===== src/rtl/fft_pkg.sv =====
// Shared constants for the radix-4 FFT stage: twiddle leg mapping, unity ROM address,
// frame length and sequencer state encodings.
package fft_pkg;

  localparam int unsigned FRAME_LEN = 16;
  localparam int unsigned IDX_W     = 4;

  localparam logic [IDX_W-1:0] LAST_IDX       = IDX_W'(FRAME_LEN - 1);
  localparam logic [3:0]       ROM_UNITY_ADDR = 4'b1100;

  // Leg select m -> ROM address bits [3:2]; entry 0 is the lowest slice.
  localparam logic [3:0][1:0] LEG_MAP = {2'b10, 2'b00, 2'b01, 2'b11};

  localparam logic [1:0] ST_IDLE  = 2'd0;
  localparam logic [1:0] ST_RUN   = 2'd1;
  localparam logic [1:0] ST_DRAIN = 2'd2;

endpackage


===== src/rtl/fft_twiddle_addr_gen.sv =====
// Maps a sample index within a 16-point frame to its radix-4 twiddle ROM address.
module fft_twiddle_addr_gen
  import fft_pkg::*;
(
  input  logic [3:0] idx,
  input  logic       bypass,
  output logic [3:0] addr_c
);

  // idx[3:2] selects the leg, idx[1:0] the position within it.
  always_comb begin
    addr_c = {LEG_MAP[idx[3:2]], idx[1:0]};
    if (bypass) begin
      addr_c = ROM_UNITY_ADDR;
    end
  end

endmodule


===== src/rtl/fft_r4_twiddle_sequencer.sv =====
// Walks one 16-sample frame through the twiddle ROM, presenting each sample together with
// its twiddle one clock after acceptance; counts delivered frames and flags stray starts.
module fft_r4_twiddle_sequencer
  import fft_pkg::*;
#(
  parameter int unsigned DATA_WIDTH      = 16,
  parameter int unsigned ADDR_WIDTH      = 4,
  parameter int unsigned FRAME_CNT_WIDTH = 16
) (
  input  logic                       clk,
  input  logic                       rst_n,
  input  logic                       start,
  input  logic                       cfg_bypass,
  input  logic                       in_valid,
  output logic                       in_ready,
  input  logic [DATA_WIDTH-1:0]      in_re,
  input  logic [DATA_WIDTH-1:0]      in_im,
  output logic [ADDR_WIDTH-1:0]      rom_addr,
  output logic                       out_valid,
  input  logic                       out_ready,
  output logic [DATA_WIDTH-1:0]      out_re,
  output logic [DATA_WIDTH-1:0]      out_im,
  output logic [3:0]                 out_idx,
  output logic                       out_last,
  output logic                       busy,
  output logic [FRAME_CNT_WIDTH-1:0] frames_done,
  output logic                       overrun
);

  logic [1:0]                 state, state_d;
  logic [3:0]                 cnt, cnt_d;
  logic                       bypass, bypass_d;
  logic [ADDR_WIDTH-1:0]      addr_hold;
  logic [3:0]                 twiddle_addr;
  logic                       accept, pop;

  logic                       out_valid_d, out_last_d, busy_d, overrun_d;
  logic [DATA_WIDTH-1:0]      out_re_d, out_im_d;
  logic [3:0]                 out_idx_d;
  logic [FRAME_CNT_WIDTH-1:0] frames_done_d;

  fft_twiddle_addr_gen u_addr_gen (
    .idx    (cnt),
    .bypass (bypass),
    .addr_c (twiddle_addr)
  );

  assign in_ready = (state == ST_RUN) && (!out_valid || out_ready);
  assign accept   = in_valid && in_ready;
  assign pop      = out_valid && out_ready;

  // The ROM registers its address every edge, so replaying the last address keeps its data still.
  assign rom_addr = accept ? ADDR_WIDTH'(twiddle_addr) : addr_hold;

  always_comb begin
    state_d       = state;
    cnt_d         = cnt;
    bypass_d      = bypass;
    out_valid_d   = out_valid;
    out_re_d      = out_re;
    out_im_d      = out_im;
    out_idx_d     = out_idx;
    out_last_d    = out_last;
    overrun_d     = overrun;
    frames_done_d = frames_done;

    case (state)
      ST_IDLE: begin
        if (start) begin
          state_d  = ST_RUN;
          cnt_d    = '0;
          bypass_d = cfg_bypass;
        end
      end
      ST_RUN: begin
        if (start) overrun_d = 1'b1;
        if (accept && (cnt == LAST_IDX)) state_d = ST_DRAIN;
      end
      ST_DRAIN: begin
        if (start) overrun_d = 1'b1;
        if (pop && out_last) begin
          state_d       = ST_IDLE;
          frames_done_d = frames_done + FRAME_CNT_WIDTH'(1);
        end
      end
      default: state_d = ST_IDLE;
    endcase

    // A pop and an accept in the same cycle simply reload the output slot.
    if (accept) begin
      out_valid_d = 1'b1;
      out_re_d    = in_re;
      out_im_d    = in_im;
      out_idx_d   = cnt;
      out_last_d  = (cnt == LAST_IDX);
      cnt_d       = cnt + 4'd1;
    end else if (pop) begin
      out_valid_d = 1'b0;
      out_last_d  = 1'b0;
    end

    busy_d = (state_d != ST_IDLE);
  end

  always_ff @(posedge clk) begin
    if (!rst_n) begin
      state       <= ST_IDLE;
      cnt         <= '0;
      bypass      <= 1'b0;
      addr_hold   <= ADDR_WIDTH'(ROM_UNITY_ADDR);
      out_valid   <= 1'b0;
      out_re      <= '0;
      out_im      <= '0;
      out_idx     <= '0;
      out_last    <= 1'b0;
      busy        <= 1'b0;
      overrun     <= 1'b0;
      frames_done <= '0;
    end else begin
      state       <= state_d;
      cnt         <= cnt_d;
      bypass      <= bypass_d;
      addr_hold   <= rom_addr;
      out_valid   <= out_valid_d;
      out_re      <= out_re_d;
      out_im      <= out_im_d;
      out_idx     <= out_idx_d;
      out_last    <= out_last_d;
      busy        <= busy_d;
      overrun     <= overrun_d;
      frames_done <= frames_done_d;
    end
  end

endmodule


===== config.mk =====
export PLATFORM = sky130hd
export DESIGN_NAME = fft_r4_twiddle_sequencer
export DESIGN_NICKNAME = d
export VERILOG_FILES = /design/src/rtl/fft_pkg.sv /design/src/rtl/fft_twiddle_addr_gen.sv /design/src/rtl/fft_r4_twiddle_sequencer.sv
export SDC_FILE = /design/constraint.sdc
export NUM_CORES = 1
export LEC_CHECK = 0
export BUFFER_PORTS_ARGS = -buffer_cell sky130_fd_sc_hd__clkbuf_2
export CELL_PAD_IN_SITES_DETAIL_PLACEMENT = 1
export CELL_PAD_IN_SITES_GLOBAL_PLACEMENT = 1
export CORE_MARGIN = 5
export CORE_UTILIZATION = 37
export CTS_CLUSTER_DIAMETER = 40
export DETAILED_ROUTE_END_ITERATION = 8
export GPL_ROUTABILITY_DRIVEN = 0
export PLACE_DENSITY_LB_ADDON = 0.1
export SETUP_SLACK_MARGIN = 0.05
export SYNTH_ARGS = -nofsm -noshare
export SYNTH_HDL_FRONTEND = slang
export SYNTH_SLANG_ARGS = --single-unit

===== constraint.sdc =====
create_clock -name clk -period 3.3 [get_ports clk]
set_clock_uncertainty 0.05 [all_clocks]
set_input_delay 0.165 -clock clk [delete_from_list [all_inputs] [get_ports clk]]
set_output_delay 0.165 -clock clk [all_outputs]
set_load 0.01 [all_outputs]

=== Word level (Yosys, flattened, before mapping) ===
Cells that the tools add are included.

* Add/sub/neg operators: 2
* Reductions and logical operators: 17
* Order comparisons: 1
* Mux-type cells: 14
* Equal/unequal tests: 3

{| class="wikitable"
|+ Operators by type and width
! operator !! number
|-
| 4-bit 2-to-1 mux || 5
|-
| 16-bit by 1-bit adder with 16-bit output (second input constant) || 1
|-
| 2-bit 2-to-1 mux || 4
|-
| 2-bit AND reduction || 4
|-
| 2-bit nonzero test || 4
|-
| 2-bit case mux with 3 select lines || 1
|-
| 1-bit logical AND || 5
|-
| 4-bit by 1-bit adder with 4-bit output (second input constant) || 1
|-
| 2-bit binary-select mux with 2-bit select || 1
|-
| 4-bit equality test (second input constant) || 1
|-
| 2-bit by 3-bit < comparator with 1-bit output (second input constant) || 1
|-
| 1-bit 2-to-1 mux || 3
|-
| 2-bit by 1-bit equality test with 1-bit output (second input constant) || 1
|-
| 2-bit equality test (second input constant) || 1
|-
| 2-bit zero test || 1
|-
| 2-bit OR reduction || 1
|-
| 1-bit zero test || 1
|-
| 1-bit logical OR || 1
|}

* Logic and storage cells: 49
* Output and inout bits: 61
* Flip-flop bits (word level): 67
* Bits of input ports: 38

=== Logic depth before layout (Yosys ltp) ===
Gate-level depths: netlist of run 1.

* Depth after elaboration: 8
* Gate-level depth with buffers: 7
* Gate-level depth less buffers: 6

=== Modules after synthesis ===
Synthesis of run 1 repeated with hierarchy kept, for this count alone.

* Cell total of the unflattened synthesis: 322
* Area total of the unflattened synthesis: 2,670.1 µm²

{| class="wikitable"
|+ By module, submodules not included
! module !! cells an instance !! times used !! sequential area each (µm²) !! area an instance (µm²)
|-
| fft_r4_twiddle_sequencer || 317 || 1 || 1,341.3 || 2,636.3
|-
| fft_twiddle_addr_gen || 5 || 1 || 0.0 || 33.8
|}

=== Worst setup path after synthesis of run 1 ===
Ideal clock, no wire load.

* Path kind: register -> register
* Start point: register state[0]
* End point: register frames_done[15]
* Cell stages (with the launch flop): 7
* Period minus slack after synthesis: 1.895 ns
* Data required time: 3.180 ns
* Path buffers: 0
* Path slack: 1.405 ns
* Arrival time: 1.775 ns
* Library setup time: 0.070 ns
* Cell sequence: dfxtp_1 > inv_1 > ha_1 > nand4_4 > or4_4 > or3_1 > a21oi_1

* Longest elaborated chain between the ends: 2

{| class="wikitable"
|+ Ends and longest elaborated chain
! item !! line !! RTL
|-
| start, declared || fft_r4_twiddle_sequencer.sv:30 || <nowiki>logic [1:0] state, state_d;</nowiki>
|-
| start signal, assigned || fft_r4_twiddle_sequencer.sv:120 || <nowiki>state <= state_d;</nowiki>
|-
| 2-bit equality test || fft_r4_twiddle_sequencer.sv:67 || <nowiki>case (state)</nowiki>
|-
| 2-bit AND reduction (no line) || - ||
|-
| end signal, assigned || fft_r4_twiddle_sequencer.sv:131 || <nowiki>frames_done <= frames_done_d;</nowiki>
|-
| end, declared || fft_r4_twiddle_sequencer.sv:26 || <nowiki>output logic [FRAME_CNT_WIDTH-1:0] frames_done,</nowiki>
|}

No other way between the ends.
A chain may end at the register's enable or synchronous reset.

=== Worst setup path in the final report of run 1 ===
* Start point: register state[1]
* End point: output rom_addr[0]

* Longest elaborated chain between the ends: 4

{| class="wikitable"
|+ Ends and longest elaborated chain
! item !! line !! RTL
|-
| 2-bit by 1-bit equality test with 1-bit output || fft_r4_twiddle_sequencer.sv:48 || <nowiki>assign in_ready = (state == ST_RUN) && (!out_valid || out_ready);</nowiki>
|-
| 1-bit logical AND || fft_r4_twiddle_sequencer.sv:48 ||
|-
| 1-bit logical AND || fft_r4_twiddle_sequencer.sv:49 || <nowiki>assign accept = in_valid && in_ready;</nowiki>
|-
| 4-bit 2-to-1 mux || fft_r4_twiddle_sequencer.sv:53 || <nowiki>assign rom_addr = accept ? ADDR_WIDTH'(twiddle_addr) : addr_hold;</nowiki>
|-
| end, declared || fft_r4_twiddle_sequencer.sv:18 || <nowiki>output logic [ADDR_WIDTH-1:0] rom_addr,</nowiki>
|}

No other way between the ends.

==> results of run 1 <==
-- flip-flops by register name (all words and copies together), names as in the netlist, 2 cells and up --
signal / cells
frames_done: 16
out_im: 16
out_re: 16
addr_hold: 4
cnt: 4
out_idx: 4
state: 2
-- worst reg2reg max path: cells and delay by family, from the launching register on --
kind / cells / cell delay (ps)
simple gates: 3 / 830
buf+inv: 2 / 480
flops: 1 / 330
fa+ha+maj: 1 / 270
compound gates: 1 / 120
-- per-layer routing --
layer  wire length, µm  part of all wire (%)  track usage [%]
met5                 0                     0                0
met4               105                   1.4             5.77
met2              3830                    50             30.8
met3               490                   6.4             6.55
met1              3270                    43             20.7
-- area by class of cell --
cell class                 count  area [µm²]
clock buffer                  15         186
clock inverter                 1        5.00
fill                         904        3430
inverter                       7        26.3
multi-input combinational    236        1280
sequential                    67        1340
tap                           99         124
timing repair buffer         128         783
-- cells in the mapped netlist (all sizes together), types with 5 or more instances --
library cell | instances | share of area (%)
ha | 7 | 3.3
a21oi | 51 | 9.5
o21ai | 7 | 1.3
clkbuf | 11 | 1.5
nand2 | 89 | 12
dfxtp | 67 | 50
nor2 | 16 | 2.2
nand3 | 20 | 3.7
xor2 | 5 | 1.6
inv | 7 | 0.98
-- path summary, 6_finish.rpt --
path,startpoint,endpoint,slack (ps),cells past startpoint
worst min register to register,out_im[3]$_SDFFE_PN0P_,out_im[3]$_SDFFE_PN0P_,410,2
worst min-delay path,in_re[2],out_re[2]$_SDFFE_PN0P_,6,3
worst max register to register,state[1]$_SDFF_PN0_,out_im[13]$_SDFFE_PN0P_,1170,7
worst max-delay path,state[1]$_SDFF_PN0_,rom_addr[0],840,7
-- per-stage QoR --
stage,hold slack (ps),utilization [%]
after floorplan,191,-
after global placement,337,45.7
after detailed placement,347,45.7
after CTS,0.0844,52.2
after global routing,7.32,52.2
final,5.71,52.2
-- cells by family (layout without fill, tap and decap cells) --
family          after synthesis  after routing
compound gates               64             64
xor+xnor                      9              9
fa+ha+maj                     7              7
buf+inv                      22            151
flops                        67             67
mux                           3              3
simple gates                153            153
-- where the power goes --
group / total (mW) / internal [mW] / switching, mW
combinational: 0.173 / 0.0766 / 0.0966
sequential: 0.845 / 0.832 / 0.0137
clock: 0.660 / 0.355 / 0.305
==> impl_metrics.ini, run 1 <==
[yosys]
synth_edf_count = 0
synthesis.nets = 370
synthAdderAreaFrac_pct = 3.26
avgSynthCellArea_um2 = 8.28
synth-simple-area-share_pct = 26.3
synth.ff_latch_count = 67
synth_compound_gate_area_share_pct = 13.3
synthCells = 325
yosysUniqueCellTypes = 38
yosys.area_share.xor_xnor_pct = 2.93
ys_seq_area_share_pct = 49.9
async_flop_share_pct = 0
muxShareOfSynthArea_pct = 1.16
yosysWarnings = 0
ys.flop_type = dfxtp_1
synth_top_family_by_area = simple AND/OR/NAND/NOR gates
netlist_area_mm2 = 0.00269

[timing]
final_max_slew_viol_count = 0
fin_crit_sh_pct = 74.6
setup_viol = 0
worstMarginPinSlew_ps = 682
worst_slack_ps = 839
hold_viol = 0
min_period_ps = 2460
rsz0062_at_grt = false
fmax_mhz = 406
tns_ps = 0
relSlewSlack_pct = 54.1

[critical_path]
crit_path_cell_trace = inv_1 -> ha_1 -> nand2_1 -> nor2_4 -> nand3_1 -> nand2_1 -> clkbuf_2
timing.critical_path.slowest_cell_delay_ps = 570
worst_ep_arrival_time_ps = 2250
crit_top_cell = nand2_1
cp_slowest_cell = nor2_4
cp_num_buf_inv = 2
end_kind = output pin
critPathMaxFanout = 30
cp.required_ps = 3080
critical_path_class = flip-flop to output pin
cp_top_family = simple AND/OR/NAND/NOR gates
cp-start-kind = flip-flop

[detailed_routing]
drt_wl_total_um = 7700
routed-via-count = 2698
drtIter0Drc = 61
drc_errors = 0
antenna_left = 0
dr.pass1.iters = 4
wl_per_cell_um = 13.9
vias_per_cell = 4.88

[final_layout]
fin_area_mm2 = 0.00374
final_cell_mix = clkbuf_2 (98), nand2_1 (89), dfxtp_1 (67)
layout_commonest_cell = clkbuf_2
final_cells = 553
syn2layout_area_growth_pct = 39.2
n_antenna_cell = 0
drive_gt1_share_pct = 28.0
final_nets = 494

[clock_tree]
ctsRootBufferMaster = clkbuf_8
cts_buffer_depth = 2
cts_htree_levels = 3
cts_resized = 0
ctsHoldBuffers = 27
post_cts_buffers = 0
clock_sinks = 67
clkTransAtPathRegs_ps = 60
cts_made_buffers = 9
clock_latency_ps = 340
cts_tree = yes

[floorplan]
rows = 31
die_x_um = 95.3
start_util_pct = 37.5
io_pins = 99
dieArea_mm2 = 0.00908
core-area_mm2 = 0.00718
fp.dieH_um = 95.3

[global_routing]
grt_pass1_wl_um = 12800
overflow = 0
grt_max_degree = 33
grt_pass1_vias = 2751
grt_use_total_pct = 18.0
antenna_found_initial = 0

[status]
status = finished clean

[min_path]
hold_class = input port to flip-flop

[placement]
port_buffers = 98
dp_cells = 510
dpl_cell_area_mm2 = 0.00328
place_ws_ps = 1160
post-dp-hpwl_um = 5400

[power]
p_leak_nw = 1.60
irDropWorstVdd_mv = 0.269
p_total_mw = 1.68
power.density_mw_per_mm2 = 448

[run]
drv_cap = 0
(Power assumes the default switching activity.)
==> run 2, diff against run 1 <==
Settings changed: CORE_UTILIZATION 37 to 31.
Clock period 3.3 ns to 2.21 ns, I/O delays scaled along.
==> run 2 against run 1 <==
Critical path depth shrank 1. Critical path type is now flip-flop to flip-flop. Combinational power grew 65%. Sequential power grew 49%. Register-to-register slack lost 970 ps. Highest routed layer unchanged. Count of clock-buffer cells in the layout shrank 5. Setup slack lost 640 ps.
==> impl_metrics.ini, run 2 (synthesis gave the netlist of run 1 again) <==
[status]
status = finished clean

[global_routing]
grt_pass1_vias = 2629
grt_max_degree = 51
overflow = 0
grt_pass1_wl_um = 12500
grt_use_total_pct = 15.2
antenna_found_initial = 0

[floorplan]
io_pins = 99
dieArea_mm2 = 0.0106
die_x_um = 103
start_util_pct = 31.3
rows = 34
fp.dieH_um = 103
core-area_mm2 = 0.00859

[timing]
fin_crit_sh_pct = 91.1
worstMarginPinSlew_ps = 534
fmax_mhz = 497
tns_ps = 0
min_period_ps = 2010
rsz0062_at_grt = false
relSlewSlack_pct = 63.5
holdWs_ps = 34.2
setup_viol = 0
final_max_slew_viol_count = 0
hold_viol = 0

[final_layout]
n_antenna_cell = 0
layout_commonest_cell = clkbuf_2
drive_gt1_share_pct = 29.2
final_cell_mix = clkbuf_2 (98), nand2_1 (88), dfxtp_1 (67)
final_cells = 577
syn2layout_area_growth_pct = 45.5
reg_top3 = frames_done x16, out_im x16, out_re x16
final_nets = 509
fill_cells = 1059
fin_area_mm2 = 0.00392

[detailed_routing]
vias_per_cell = 4.64
dr.pass1.iters = 3
drt_wl_total_um = 8140
routed-via-count = 2677
antenna_left = 0
wl_per_cell_um = 14.1
drc_errors = 0
drtIter0Drc = 57

[critical_path]
cp-start-kind = flip-flop
r2r-start = state[0]$_SDFF_PN0_
critPathMaxFanout = 6
cp.required_ps = 2430
reg2reg_slack_ps = 200
worst_ep_arrival_time_ps = 2240
critical_path_class = flip-flop to flip-flop
end_kind = flip-flop
startpoint = state[0]$_SDFF_PN0_

[power]
p_leak_nw = 1.68
irDropWorstVdd_mv = 0.223
power.density_mw_per_mm2 = 674
p_total_mw = 2.64

[placement]
port_buffers = 98
dp_cells = 524
dpl_cell_area_mm2 = 0.00334
post-dp-hpwl_um = 5540

[clock_tree]
clock_latency_ps = 340
cts_htree_levels = 3
clkTransAtPathRegs_ps = 70
cts_buffer_depth = 2
cts_made_buffers = 9
ctsRootBufferMaster = clkbuf_8
clock_sinks = 67
cts_tree = yes

[min_path]
hold_class = input port to flip-flop
min-delay-start = start

[run]
drv_cap = 0
==> run 2: changes by cell type in the layout (fill, tap and decap cells not counted), sizes merged <==
cell / delta
nor2: +1
clkbuf: -5
buf: +7
bufinv: +2
dlygate4sd3: +7
clkinv: +3
==> run 2: worst max-delay path: stages (launching register included) <==
cell and delay, ps:
dfxtp_1 340, inv_1 90, ha_1 250, nand4_4 150, or4_4 570, or3_1 360
a21oi_1 140
==> run 2: through the flow <==
step	setup WS [ps]	utilization, %
floorplan	315	-
global placement	238	38.9
detailed placement	191	38.9
CTS	134	45.5
global route	58.9	45.6
finish	196	45.6
==> run 2: power by group <==
group	total (mW)	switching, mW	internal, mW
logic	0.286	0.152	0.134
clock network	1.09	0.464	0.628
registers	1.26	0.0205	1.24
total	2.64	0.637	2.00
==> run 2: path summary, 6_finish.rpt <==
check,cells after the start,end
max reg2reg,6,frames_done[15]$_SDFFE_PN0P_
min,3,bypass$_SDFFE_PN0P_
min reg2reg,2,out_im[5]$_SDFFE_PN0P_
max,6,frames_done[15]$_SDFFE_PN0P_
==> run 2: routing by layer <==
layer  track usage (%)  wire [µm]  part of all wire [%]  up-vias
met2              25.1       3940                    48       53
met1              18.7       3650                    45     1239
met3              3.86        452                   5.6        8
met5                 0          0                     0        -
met4              6.57        103                   1.3        0
li1                  -          -                     -     1377
==> run 2: repair_timing <==
action,in CTS,in global routing
resized for setup,0,1
hold buffers,34,0
pin swaps,1,1
setup buffers,2,0
hold endpoints to repair,35,0
setup endpoints to repair,2,4
cloned,0,1
==> run 2: area by class of cell <==
cell class | instances | area (µm²) | area share, %
Clock buffer | 10 | 128 | 3.26
Clock inverter | 6 | 80.1 | 2.05
Inverter | 7 | 26.3 | 0.671
Multi-Input combinational cell | 237 | 1290 | 32.9
Sequential cell | 67 | 1340 | 34.3
Tap cell | 108 | 135 | 3.45
Timing Repair Buffer | 142 | 918 | 23.5
